==> src/rtl/mnist_test_sequencer.sv <==
// On-chip test initiator for the MNIST accelerator: sweeps the embedded images, checks each
// predicted digit against its label and streams an ASCII verdict record per image to a UART TX.
module mnist_test_sequencer #(
  parameter int NUM_IMG     = 3,
  parameter int EXP0        = 6,
  parameter int EXP1        = 2,
  parameter int EXP2        = 3,
  parameter int TIMEOUT_CYC = 250000,
  parameter int CYC_W       = 20
) (
  input  logic             clk,
  input  logic             rst_n,
  input  logic             run,
  output logic [1:0]       acc_img_sel,
  output logic             acc_start,
  input  logic             acc_valid,
  input  logic             acc_done,
  input  logic [3:0]       acc_digit,
  output logic [7:0]       tx_data,
  output logic             tx_valid,
  input  logic             tx_ready,
  output logic             busy,
  output logic [1:0]       pass_cnt,
  output logic [1:0]       fail_cnt,
  output logic             all_pass,
  output logic [CYC_W-1:0] last_cycles
);

  typedef enum logic [2:0] {S_IDLE, S_SEL, S_CHK, S_STRT, S_WAIT, S_RPT, S_SUM} state_t;
  typedef enum logic [1:0] {V_OK, V_INV, V_TMO} verdict_t;

  localparam logic [1:0]       LAST_IDX = 2'(NUM_IMG - 1);
  localparam logic [CYC_W-1:0] TMO_VAL  = CYC_W'(TIMEOUT_CYC);

  function automatic logic [3:0] exp_digit(input logic [1:0] i);
    case (i)
      2'd0:    return 4'(EXP0);
      2'd1:    return 4'(EXP1);
      default: return 4'(EXP2);
    endcase
  endfunction

  state_t           state_q, state_d;
  verdict_t         verdict_q;
  logic [1:0]       idx_q;
  logic [1:0]       bcnt_q;
  logic [CYC_W-1:0] cnt_q;
  logic [CYC_W-1:0] cnt_inc;
  logic [3:0]       digit_q;
  logic             done_q;
  logic             done_edge;
  logic             tmo_hit;
  logic             tx_fire;
  logic             last_byte;
  logic             pass_now;

  assign cnt_inc     = cnt_q + CYC_W'(1);
  // Only a fresh rising edge of done counts, so a level left high by an earlier run is ignored.
  assign done_edge   = acc_done & ~done_q;
  assign tmo_hit     = (cnt_inc == TMO_VAL);
  assign tx_fire     = tx_valid & tx_ready;
  assign last_byte   = tx_fire && (bcnt_q == 2'd2);
  assign pass_now    = (verdict_q == V_OK) && (digit_q == exp_digit(idx_q));
  assign acc_img_sel = idx_q;

  always_ff @(posedge clk or negedge rst_n) begin
    if (!rst_n) state_q <= S_IDLE;
    else        state_q <= state_d;
  end

  always_comb begin
    state_d   = state_q;
    acc_start = 1'b0;
    tx_valid  = 1'b0;
    tx_data   = 8'h00;
    case (state_q)
      S_IDLE: if (run) state_d = S_SEL;
      S_SEL:  state_d = S_CHK;
      S_CHK:  state_d = acc_valid ? S_STRT : S_RPT;
      S_STRT: begin
        acc_start = 1'b1;
        state_d   = S_WAIT;
      end
      S_WAIT: if (done_edge || tmo_hit) state_d = S_RPT;
      S_RPT: begin
        tx_valid = 1'b1;
        case (bcnt_q)
          2'd0: tx_data = 8'h30 + {6'b0, idx_q};
          2'd1: begin
            case (verdict_q)
              V_INV:   tx_data = 8'h58;
              V_TMO:   tx_data = 8'h54;
              default: tx_data = 8'h30 + {4'b0, digit_q};
            endcase
          end
          default: tx_data = pass_now ? 8'h50 : 8'h46;
        endcase
        if (last_byte) state_d = (idx_q == LAST_IDX) ? S_SUM : S_SEL;
      end
      S_SUM: begin
        tx_valid = 1'b1;
        case (bcnt_q)
          2'd0:    tx_data = 8'h53;
          2'd1:    tx_data = 8'h30 + {6'b0, pass_cnt};
          default: tx_data = 8'h0A;
        endcase
        if (last_byte) state_d = S_IDLE;
      end
      default: state_d = S_IDLE;
    endcase
  end

  always_ff @(posedge clk or negedge rst_n) begin
    if (!rst_n) begin
      idx_q       <= 2'd0;
      bcnt_q      <= 2'd0;
      cnt_q       <= '0;
      digit_q     <= 4'd0;
      done_q      <= 1'b0;
      verdict_q   <= V_OK;
      busy        <= 1'b0;
      pass_cnt    <= 2'd0;
      fail_cnt    <= 2'd0;
      all_pass    <= 1'b0;
      last_cycles <= '0;
    end else begin
      case (state_q)
        S_IDLE: begin
          if (run) begin
            pass_cnt <= 2'd0;
            fail_cnt <= 2'd0;
            all_pass <= 1'b0;
            idx_q    <= 2'd0;
            busy     <= 1'b1;
          end
        end
        S_CHK: if (!acc_valid) verdict_q <= V_INV;
        S_STRT: begin
          cnt_q  <= '0;
          done_q <= acc_done;
        end
        S_WAIT: begin
          cnt_q  <= cnt_inc;
          done_q <= acc_done;
          if (done_edge) begin
            digit_q     <= acc_digit;
            last_cycles <= cnt_inc;
            verdict_q   <= V_OK;
          end else if (tmo_hit) begin
            verdict_q <= V_TMO;
          end
        end
        S_RPT: begin
          if (tx_fire) bcnt_q <= bcnt_q + 2'd1;
          if (last_byte) begin
            bcnt_q <= 2'd0;
            if (pass_now) pass_cnt <= pass_cnt + 2'd1;
            else          fail_cnt <= fail_cnt + 2'd1;
            if (idx_q != LAST_IDX) idx_q <= idx_q + 2'd1;
          end
        end
        S_SUM: begin
          if (tx_fire) bcnt_q <= bcnt_q + 2'd1;
          if (last_byte) begin
            bcnt_q   <= 2'd0;
            busy     <= 1'b0;
            all_pass <= (fail_cnt == 2'd0);
          end
        end
        default: ;
      endcase
    end
  end

endmodule

==> config.mk <==
export PLATFORM = sky130hd
export DESIGN_NAME = mnist_test_sequencer
export DESIGN_NICKNAME = d
export VERILOG_FILES = /design/src/rtl/mnist_test_sequencer.sv
export SDC_FILE = /design/constraint.sdc
export NUM_CORES = 1
export LEC_CHECK = 0
export BUFFER_PORTS_ARGS = -buffer_cell sky130_fd_sc_hd__buf_2
export CAP_MARGIN = 20
export CORE_MARGIN = 10
export CORE_UTILIZATION = 40
export CTS_CLUSTER_DIAMETER = 120
export DETAILED_ROUTE_END_ITERATION = 6
export GPL_ROUTABILITY_DRIVEN = 0
export PLACE_DENSITY = 0.62
export SYNTH_ARGS = -nofsm -noshare
export SYNTH_HDL_FRONTEND = slang
export SYNTH_SLANG_ARGS = --single-unit
==> constraint.sdc <==
create_clock -name clk -period 2.27 [get_ports clk]
set_clock_uncertainty 0.2 [all_clocks]
set_input_delay 0 -clock clk [delete_from_list [all_inputs] [get_ports clk]]
set_output_delay 0 -clock clk [all_outputs]
set_load 0.01 [all_outputs]
=== After elaboration in Yosys (flattened, before gate mapping) ===
Index checks and enable logic that the tools add are counted.

* Output and inout port bits: 38
* Register bits: 60
* Input bits: 10

* Add/subtract/negate cells: 8
* Equal/unequal tests: 24
* Mux-type cells: 38
* Reduce and logical (&&, ||, !) cells: 23
* Bitwise logic cells: 3

{| class="wikitable"
|+ Operator list
! operator !! number
|-
| case mux 7 bit (2 select lines) || 4
|-
| case mux 20 bit (2 select lines) || 1
|-
| two-way mux 2 bit || 12
|-
| case mux 3 bit (7 select lines) || 1
|-
| adder 20 x 1 -> 20 bit (second input constant) || 1
|-
| == test 20 x 18 -> 1 bit (second input constant) || 1
|-
| two-way mux 3 bit || 6
|-
| != test 2 bit (second input constant) || 9
|-
| case mux 2 bit (2 select lines) || 4
|-
| AND reduction 4 bit || 4
|-
| adder 6 x 2 -> 7 bit (first input constant) || 2
|-
| nonzero test 2 bit || 5
|-
| == test 3 bit (second input constant) || 3
|-
| adder 2 x 1 -> 2 bit (second input constant) || 4
|-
| logical NOT 2 bit || 4
|-
| adder 6 x 4 -> 7 bit (first input constant) || 1
|-
| == test 2 x 1 -> 1 bit (second input constant) || 3
|-
| == test 2 bit (second input constant) || 3
|-
| == test 3 x 2 -> 1 bit (second input constant) || 2
|-
| two-way mux 1 bit || 6
|-
| case mux 3 bit (2 select lines) || 1
|-
| AND reduction 3 bit || 2
|-
| two-way mux 5 bit || 1
|-
| == test 4 bit || 1
|-
| 10 further kinds || 15
|}

=== Logic depth before layout (Yosys ltp) ===
Gate-level depths: netlist of run 1.

* Word-level depth: 7
* Mapped depth: 10

=== Least setup slack after synthesis of run 1 ===
OpenSTA, ideal clock, no wires.

* Path type: register -> register
* Start: register cnt_q[1]
* End: register verdict_q[1]
* Slack: -0.180 ns
* Setup time: 0.073 ns
* Cell stages (with the launch flop): 11
* Buffers on the path: 3
* Arrival time: 2.177 ns
* Data required time: 1.997 ns
* Period minus slack after synthesis: 2.450 ns
* Cells stage by stage: dfrtp_1 > ha_1 > buf_2 > and3_1 > and4_1 > buf_2 > and3_1 > clkbuf_1 > o22ai_1 > nor4_2 > a2bb2oi_2

* Cells in the longest elaborated chain, start to end: 4

{| class="wikitable"
|+ Ends and longest elaborated chain
! element !! RTL line !! RTL
|-
| start: declaration || 47 || <nowiki>logic [CYC_W-1:0] cnt_q;</nowiki>
|-
| start signal: assignment || 143 || <nowiki>cnt_q <= cnt_inc;</nowiki>
|-
| adder 20 x 1 -> 20 bit || 57 || <nowiki>assign cnt_inc = cnt_q + CYC_W'(1);</nowiki>
|-
| == test 20 x 18 -> 1 bit || 60 || <nowiki>assign tmo_hit = (cnt_inc == TMO_VAL);</nowiki>
|-
| != test 3 bit (no source line) || - ||
|-
| AND reduction 3 bit (no source line) || - ||
|-
| end signal: assignment || 120 || <nowiki>verdict_q <= V_OK;</nowiki>
|-
| end signal: assignment || 137 || <nowiki>S_CHK: if (!acc_valid) verdict_q <= V_INV;</nowiki>
|-
| end signal: assignment || 148 || <nowiki>verdict_q <= V_OK;</nowiki>
|-
| end: declaration || 44 || <nowiki>verdict_t verdict_q;</nowiki>
|}

No other way between the ends.
A chain may end at the register's enable or synchronous reset.

=== Final worst setup path of run 1 ===
* Start: register idx_q[0], in the netlist acc_img_sel[0]
* End: output tx_data[4]

* Cells in the longest elaborated chain, start to end: 7
* Elaborated cells on any way between the ends: 9

{| class="wikitable"
|+ Ends and longest elaborated chain
! element !! RTL line !! RTL
|-
| start: declaration || 45 || <nowiki>logic [1:0] idx_q;</nowiki>
|-
| start signal: assignment || 159 || <nowiki>if (idx_q != LAST_IDX) idx_q <= idx_q + 2'd1;</nowiki>
|-
| == test 2 x 1 -> 1 bit / logical NOT 2 bit (equally long branches) || 36 || <nowiki>case (i)</nowiki>
|-
| case mux 3 bit (2 select lines) || 36 ||
|-
| == test 4 bit || 63 || <nowiki>assign pass_now = (verdict_q == V_OK) && (digit_q == exp_digit(idx_q));</nowiki>
|-
| logical AND 1 bit || 63 ||
|-
| two-way mux 5 bit || 96 || <nowiki>default: tx_data = pass_now ? 8'h50 : 8'h46;</nowiki>
|-
| case mux 7 bit (2 select lines) * || 87 || <nowiki>case (bcnt_q)</nowiki>
|-
| case mux 7 bit (2 select lines) * || 76 || <nowiki>case (state_q)</nowiki>
|-
| end: declaration || 19 || <nowiki>output logic [7:0] tx_data,</nowiki>
|}

Mark *: on every way between the ends. The rest lies on a longest branch, timed or not.

==> metrics.yaml, run 1 <==
grtUsageTotal_pct: 13.8
worst_pin_slew_ps: 634
path_cells: "ha_2 > xnor2_1 > o31ai_1 > nand4b_1 > buf_6 > o21ai_0 > and2_1 > buf_2"
cts-root-buf: "clkbuf_8"
final_core_util_pct: 53.8
cts.sinks: 60
slew_headroom_pct: 57.7
grt_start_max_net_pins: 36
avgSynthCellArea_sq_um: 8.88
area_growth_pct: 29.3
synth.yosys.seq_area_share_pct: 43.5
ant_nets: 0
rsz0062_at_grt: "true"
wl_per_cell_microns: 15.4
critPathMaxStageDelay_ps: 400
worstSetupPathType: "reg -> out"
io_pins: 48
ys_ff_latch: 60
post-route-period-util_pct: 101
crit_fanout: 4
layout-drive-gt1-share_pct: 30.1
rows: 33
synth_edf_count: 0
die_area_sq_um: 12700
antenna_found_initial: 0
critPathArrivalTime_ps: 2090
hold_path.class: "in -> async"
violations: "negative setup slack"
antenna_cells: 0
initial_utilization_pct: 41.6
die_y_microns: 113
routed_via_density: 5.36
synth_cells: 389
die_width_microns: 113
worst-path-buf-inv: 2
netlist.area_leader.share_pct: 43.5
vdd_drop_max_uv: 567
critPathCaptureType: "output port"
routed_wl_microns: 8950
synth_top_area_cell: "dfrtp_1"
grt_pass1_wl_microns: 14600
fillers: 755
timing.fmax_mhz: 437
maxSlewViolCount: 0
syn_nets: 407
crit_family: "flip-flops"
clkTransAtPathRegs_ps: 70
setup_slack_ps: -15.8
async_flop_share_pct: 100
power.leakage_nw: 1.96
worstSetupStartpointType: "flip-flop"
power_density_nw_per_um2: 1180
crit_slowest_cell: "dfrtp_1"
h-tree-depth: 3
dp.cells: 544
port_buffers: 46
cp_data_required_time_ps: 2070
maxCapViolCount: 0
post_synth_num_cell_types: 50
cts_tree: "done"
total_power_mw: 5.26
overflow: 0
setup_viol: 2
vias: 3110
hold_violations: 0
synthTopCellsByArea: "dfrtp_1 (43%), o21ai_0 (5.9%), nor2_1 (5.1%)"
yosysWarnings: 0
synthFlopType: "dfrtp_1"
layout.cells.non_filler: 580
drt_pre_antenna_iters: 6
status: "finished, violations left"
grt_pass1_vias: 2978
hpwl_microns: 6390
clk_path_buf_depth: 2
cts_buffers: 9
core_sq_um: 8300
first_iter_violations: 161
period_needed_ps: 2290
synth_area_sq_um: 3450
clk_latency_ps: 350
dpl_worst_slack_ps: -33.6
finalNetCount: 488
drc: 0
cell families (layout without fill, tap and decap cells):
family	count (synthesis)	after routing	share of synthesized area (%)
muxes	14	14	4.38
and+or+nand+nor	144	144	22.3
buffers and inverters	41	127	5.22
adders and majority gates	8	8	2.90
xor gates and xnor gates	20	20	5.07
AOI/OAI and AO/OA	101	101	16.6
DFF	60	60	43.5
other	1	1	0.109
per-layer routing:
metal  GRT usage [%]  part of all wire [%]  vias to the layer above  routed length (microns)
met5               0                     0                        -                        0
met4            5.75                   1.9                        0                      173
met3            3.33                   4.6                       15                      412
met2            20.9                    45                       88                     3990
met1            18.5                    49                     1483                     4370
li1                -                     -                     1524                        -
per-stage QoR:
stage | instance area (sq um) | TNS [ps] | hold slack [ps]
3_5_place_dp | 3970 | -63.0 | -136
6_report | 4470 | -30.8 | 6.89
4_1_cts | 4370 | 0 | 22.6
5_1_grt | 4470 | -309 | 59.8
2_1_floorplan | 3490 | -57.7 | -496
3_3_place_gp | 3970 | 0 | -140
timing repair:
| item | CTS | global route |
|---|---|---|
| hold buffers | 9 | 0 |
| buffers inserted | 4 | 7 |
| setup endpoints to repair | 5 | 14 |
| resized for setup | 3 | 19 |
| hold endpoints to repair | 79 | 0 |
| pin swaps | 1 | 10 |
where the power goes:
| group | switching [mW] | internal (mW) |
|---|---|---|
| logic | 1.26 | 0.976 |
| registers | 0.313 | 1.43 |
| clock network | 0.433 | 0.850 |
registers in the layout, indices dropped and copies added, names as in the netlist, 2 cells and up:
register	count
state_q	3
digit_q	4
fail_cnt	2
acc_img_sel	2
verdict_q	2
last_cycles	20
bcnt_q	2
pass_cnt	2
cnt_q	20
worst paths after layout:
kind                           startpoint         endpoint  depth (start not counted)  slack [ps]
min in group clk             acc_digit[1]       digit_q[1]                          3         230
max                        acc_img_sel[0]       tx_data[4]                          8         -20
max reg2reg                acc_img_sel[0]      pass_cnt[1]                          9          70
max in group asynchronous           rst_n       state_q[1]                          3        1260
min                                 rst_n  last_cycles[16]                          2           7
min reg2reg                        done_q           done_q                          1         300
cell type report:
| cell class | count | area [sq um] | share of cell area (%) |
|---|---|---|---|
| Clock buffer | 13 | 179 | 4.01 |
| Clock inverter | 3 | 90.1 | 2.02 |
| Inverter | 12 | 45.0 | 1.01 |
| Multi-Input combinational cell | 288 | 1850 | 41.3 |
| Sequential cell | 60 | 1510 | 33.8 |
| Tap cell | 105 | 131 | 2.94 |
| Timing Repair Buffer | 99 | 667 | 14.9 |
placed cells by master, fill, tap and decap left out, types with 7 or more instances in the layout:
master          n
buf_2          46
clkbuf_8       13
xnor2_1        14
buf_4          42
nand2_1        39
o21ai_0        36
mux2_2          9
o31ai_1         7
a21oi_1        34
dfrtp_1        55
inv_1          11
dlygate4sd3_1   9
nor2_1         45
nand3_1         9
cell usage after synthesis (3+ instances only):
library cell	instances
and4_1	3
and3_1	6
clkbuf_1	16
nand3b_1	4
nand2b_1	4
o22ai_1	3
xor2_1	6
o21ai_0	41
xnor2_1	14
a21oi_1	35
nor4_1	4
dfrtp_1	60
mux2i_1	5
mux2_2	9
nor2b_1	3
buf_2	8
nand4_1	5
o31ai_1	7
a31oi_1	4
buf_4	4
nand3_1	10
ha_1	8
inv_1	12
nor2_1	47
nand2_1	39
Note: power is estimated with default switching activity, not from simulation.
==> run 2: changes to the inputs <==
- TNS_END_PERCENT: default -> 20
==> metrics.yaml, run 2 (synthesis gave the netlist of run 1 again) <==
r2r_start: "cnt_q[1]"
die_area_sq_um: 12700  # unchanged
power_density_nw_per_um2: 1100  # -6.3%
worstSetupPathType: "reg -> reg"
hold_ws_ps: 11.7  # +4.83 ps
port_buffers: 46  # unchanged
post-route-period-util_pct: 99.2  # -1.5 points
status: "finished, final reports clean"
grtUsageTotal_pct: 13.5  # -0.30 points
clkTransAtPathRegs_ps: 70  # about the same
period_needed_ps: 2250  # -34.2 ps
core_sq_um: 8300  # unchanged
vdd_drop_max_uv: 509  # -10%
hold_violations: 0  # unchanged
drt_pre_antenna_iters: 4  # -2
clk_latency_ps: 340  # about the same
cts_tree: "done"
routed_via_density: 5.37  # +0.17%
grt_start_max_net_pins: 36  # unchanged
antenna_found_initial: 0  # unchanged
hpwl_microns: 6250  # -2.3%
cts.sinks: 60  # unchanged
power.internal_mw: 2.94  # -9.6%
worst_pin_slew_ps: 634  # +0.288 ps
cp_data_required_time_ps: 2350  # +280 ps
vias: 3110  # unchanged
first_iter_violations: 188  # +17%
grt_pass1_wl_microns: 14600  # -0.47%
cts_buffers: 9  # unchanged
critPathCaptureType: "flip-flop"
maxSlewViolCount: 0  # unchanged
rows: 33  # unchanged
p_sw_share_pct: 40.0  # +1.8 points
setup_viol: 0  # -2
top_regs: "cnt_q (20), last_cycles (20), digit_q (4)"
clk_path_buf_depth: 2  # unchanged
critPathArrivalTime_ps: 2330  # +240 ps
drc: 0  # unchanged
worstSetupStartpointType: "flip-flop"
clockPowerShare_pct: 20.1  # -4.3 points
maxCapViolCount: 0  # unchanged
pwr-share-comb_pct: 44.8  # +2.2 points
dp.cells: 544  # unchanged
layout-drive-gt1-share_pct: 30.8  # +0.70 points
critPathLaunch: "cnt_q[1]"
area_growth_pct: 28.7
final_cell_mix: "dfrtp_1 (55), nor2_1 (46), buf_2 (46), nand2_1 (39), buf_4 (39)"
layout.cells.non_filler: 579  # -0.17%
wl_per_cell_microns: 15.1  # -2.4%
overflow: 0  # unchanged
rsz0062_at_grt: "true"
io_pins: 48  # unchanged
h-tree-depth: 3  # unchanged
ant_nets: 0  # unchanged
timing.fmax_mhz: 444  # +1.5%
routed_wl_microns: 8720  # -2.6%
hold_path.class: "in -> async"
cts-root-buf: "clkbuf_8"
finalNetCount: 487  # -0.20%
grt_pass1_vias: 2982  # +0.13%
final_common_cell: "dfrtp_1"
die_y_microns: 113  # unchanged
antenna_cells: 0  # unchanged
initial_utilization_pct: 41.6  # unchanged
slew_headroom_pct: 57.7  # about the same
seqPwrFrac_pct: 35.1  # +2.0 points
die_width_microns: 113  # unchanged
power.switching_mw: 1.96  # -2.3%
crit_fanout: 7  # +3
power.leakage_nw: 1.96  # about the same
==> run 2: timing repair <==
action,4_1_cts,5_1_grt
gates resized for setup,1,27
setup endpoints to repair,5,11
buffers inserted,3,7
pin swaps,1,14
endpoints found under the hold margin,79,0
hold buffers,9,0
==> run 2: layer usage <==
layer / track usage, % / wire length [microns] / up-vias
met5: 0 / 0 / -
met2: 20.2 / 4000 / 77
li1: - / - / 1520
met1: 18.3 / 4110 / 1500
met3: 3.12 / 456 / 13
met4: 5.75 / 159 / 0
==> run 2: critical path, cell delays in order (launching register included) <==
cell	delay (ps)
dfrtp_2	460
buf_4	150
nand4_4	200
nor3_4	270
xnor2_2	170
nand4b_1	210
nor4_4	380
a2bb2oi_2	150
==> run 2: metrics by stage <==
step | power [mW] | setup slack, ps | instance area [sq um] | utilization [%] | setup TNS [ps]
finish | 4.90 | 18.4 | 4440 | 53.6 | 0
global route | 5.31 | -95.9 | 4440 | 53.6 | -583
CTS | 4.87 | -20.0 | 4300 | 51.8 | -20.0
detailed placement | 3.83 | -4.79 | 3970 | 47.9 | -4.79
global placement | 3.78 | 39.2 | 3970 | 47.9 | 0
floorplan | 3.04 | -33.0 | 3490 | - | -57.7
==> run 2: layout make-up <==
type	instances	area, sq um
fill	760	3850
multi-input combinational	288	1890
sequential	60	1510
timing repair buffer	98	667
clock buffer	11	151
tap	105	131
clock inverter	5	50.0
inverter	12	45.0
==> run 2: worst paths after layout <==
check,endpoint,slack (ps),cells past startpoint
max in group asynchronous,state_q[2],1250,3
hold / removal,last_cycles[16],10,2
setup reg to reg,verdict_q[1],20,7
setup / recovery,verdict_q[1],20,7
hold reg to reg,done_q,310,1
min in group clk,digit_q[1],230,3
==> run 2: power by group through the flow <==
stage | registers (mW) | clock network (mW) | logic (mW)
after floorplan | 1.75 | 0 | 1.30
after global placement | 1.74 | 0 | 2.05
after detailed placement | 1.75 | 0 | 2.08
after CTS | 1.73 | 1.01 | 2.13
after global routing | 1.79 | 1.05 | 2.46
final | 1.72 | 0.985 | 2.20
==> run 3: changes to the inputs <==
- BUFFER_PORTS_ARGS: -buffer_cell sky130_fd_sc_hd__buf_2 -> default
- DONT_BUFFER_PORTS: default -> 1
- PLACE_DENSITY: 0.62 -> 0.57
==> metrics.yaml, run 3 (synthesis gave the netlist of run 1 again) <==
period_needed_ps: 2250  # -5.64 ps
h-tree-depth: 3  # unchanged
worstSetupPathType: "reg -> reg"
maxSlewViolCount: 0  # unchanged
finalNetCount: 438  # -10%
clkTransAtPathRegs_ps: 70  # about the same
power.leakage_nw: 1.72  # -12%
vias: 2905  # -6.6%
area_growth_pct: 21.0
critPathArrivalTime_ps: 2320  # about the same
setup_viol: 0  # unchanged
rows: 33  # unchanged
top_regs: "cnt_q (20), last_cycles (20), digit_q (4)"
status: "finished, final reports clean"
first_iter_violations: 226  # +20%
io_pins: 48  # unchanged
die_area_sq_um: 12700  # unchanged
core_sq_um: 8300  # unchanged
final_common_cell: "dfrtp_1"
hold_ws_ps: 6.14  # -5.58 ps
antenna_cells: 0  # unchanged
cp_data_required_time_ps: 2350  # about the same
post-route-period-util_pct: 98.9  # -0.25 points
drc: 0  # unchanged
vdd_drop_max_uv: 513  # +0.86%
power_density_nw_per_um2: 1120  # +1.3%
cts_tree: "done"
hpwl_microns: 6240  # -0.14%
path_cells: "ha_4 > and3_4 > buf_4 > nand3_2 > xor2_2 > nand4b_1 > nor4_4 > a2bb2oi_2"
wl_per_cell_microns: 16.9  # +12%
hold_violations: 0  # unchanged
critPathCaptureType: "flip-flop"
worstSetupStartpointType: "flip-flop"
total_power_mw: 4.67  # -4.8%
hold_path.class: "in -> async"
final-seq-area_sq_um: 1510  # +0.25%
cts_buffers: 9  # unchanged
layout-drive-gt1-share_pct: 23.1  # -7.7 points
clk_latency_ps: 350  # about the same
die_width_microns: 113  # unchanged
routed_wl_microns: 8940  # +2.6%
r2r-end: "verdict_q[1]"
crit_slowest_cell: "dfrtp_2"
overflow: 0  # unchanged
r2r_start: "cnt_q[1]"
routed_via_density: 5.48  # +2.0%
ff2ff_path_depth: 8  # +1
place_area_sq_um: 3720  # -6.3%
cts.sinks: 60  # unchanged
crit_family: "simple AND/OR/NAND/NOR gates"
critPathMaxStageDelay_ps: 480  # +20 ps
maxCapViolCount: 0  # unchanged
multi_input_area_sq_um: 1870  # -0.93%
rsz0062_at_grt: "true"
grt_start_max_net_pins: 61  # +69%
antenna_found_initial: 0  # unchanged
port_buffers: 0  # -100%
crit_fanout: 7  # unchanged
grt_pass1_vias: 2876  # -3.6%
timing.fmax_mhz: 445  # +0.25%
r2r_slack_ps: 20  # about the same
grt_pass1_wl_microns: 14900  # +2.6%
clk_path_buf_depth: 2  # unchanged
worst-path-buf-inv: 1  # unchanged
ant_nets: 0  # unchanged
grtUsageTotal_pct: 14.0  # +0.42 points
fillers: 765  # +0.66%
final_core_util_pct: 50.3  # -3.2 points
die_y_microns: 113  # unchanged
critPathLaunch: "cnt_q[1]"
cts-root-buf: "clkbuf_8"
final_cell_mix: "dfrtp_1 (52), nor2_1 (46), o21ai_0 (40), nand2_1 (39), buf_4 (38)"
drt_pre_antenna_iters: 4  # unchanged
finalInstanceArea_sq_um: 4180  # -6.0%
initial_utilization_pct: 41.6  # unchanged
fin_tns_setup_ps: 0  # unchanged
[run 3: through the flow]
stage	setup slack, ps	cells
6_report	24.1	530
5_1_grt	-88.4	530
4_1_cts	-6.26	524
3_5_place_dp	-19.6	497
3_3_place_gp	71.7	497
2_1_floorplan	-33.0	389
[run 3: cell type report]
cell class              instances  area share [%]
clock inverters                 5            1.20
multi-input cells             288            44.9
well taps                     105            3.14
clock buffers                  11            3.62
flip-flops and latches         60            36.2
repair buffers                 49            9.91
inverters                      12            1.08
[run 3: what timing repair did]
item,4_1_cts,5_1_grt
setup endpoints to repair,8,9
pin swaps,2,7
setup buffers,1,6
gates resized for setup,5,18
hold buffers,10,0
endpoints found under the hold margin,82,0
[run 3: where the power goes]
| part | leakage (nW) | internal (mW) | total [mW] | switching (mW) |
|---|---|---|---|---|
| Sequential | 0.751 | 1.43 | 1.92 | 0.486 |
| Clock | 0.109 | 0.559 | 1.00 | 0.442 |
| Combinational | 0.862 | 0.743 | 1.75 | 1.01 |
[run 3: per-layer routing]
| metal | routed length (microns) | track usage [%] | vias to the layer above |
|---|---|---|---|
| met3 | 429 | 3.28 | 14 |
| met5 | 0 | 0 | - |
| met2 | 4140 | 21.2 | 59 |
| met1 | 4240 | 18.8 | 1416 |
| met4 | 140 | 5.33 | 0 |
| li1 | - | - | 1416 |
[run 3: worst max path at each step]
stage,cells past startpoint,slack [ps],to
after global placement,6,70,verdict_q[1]
after detailed placement,6,-20,verdict_q[0]
after global routing,7,-90,verdict_q[1]
after CTS,7,-6,tx_data[4]
final,8,20,verdict_q[1]
after floorplan,10,-30,verdict_q[1]
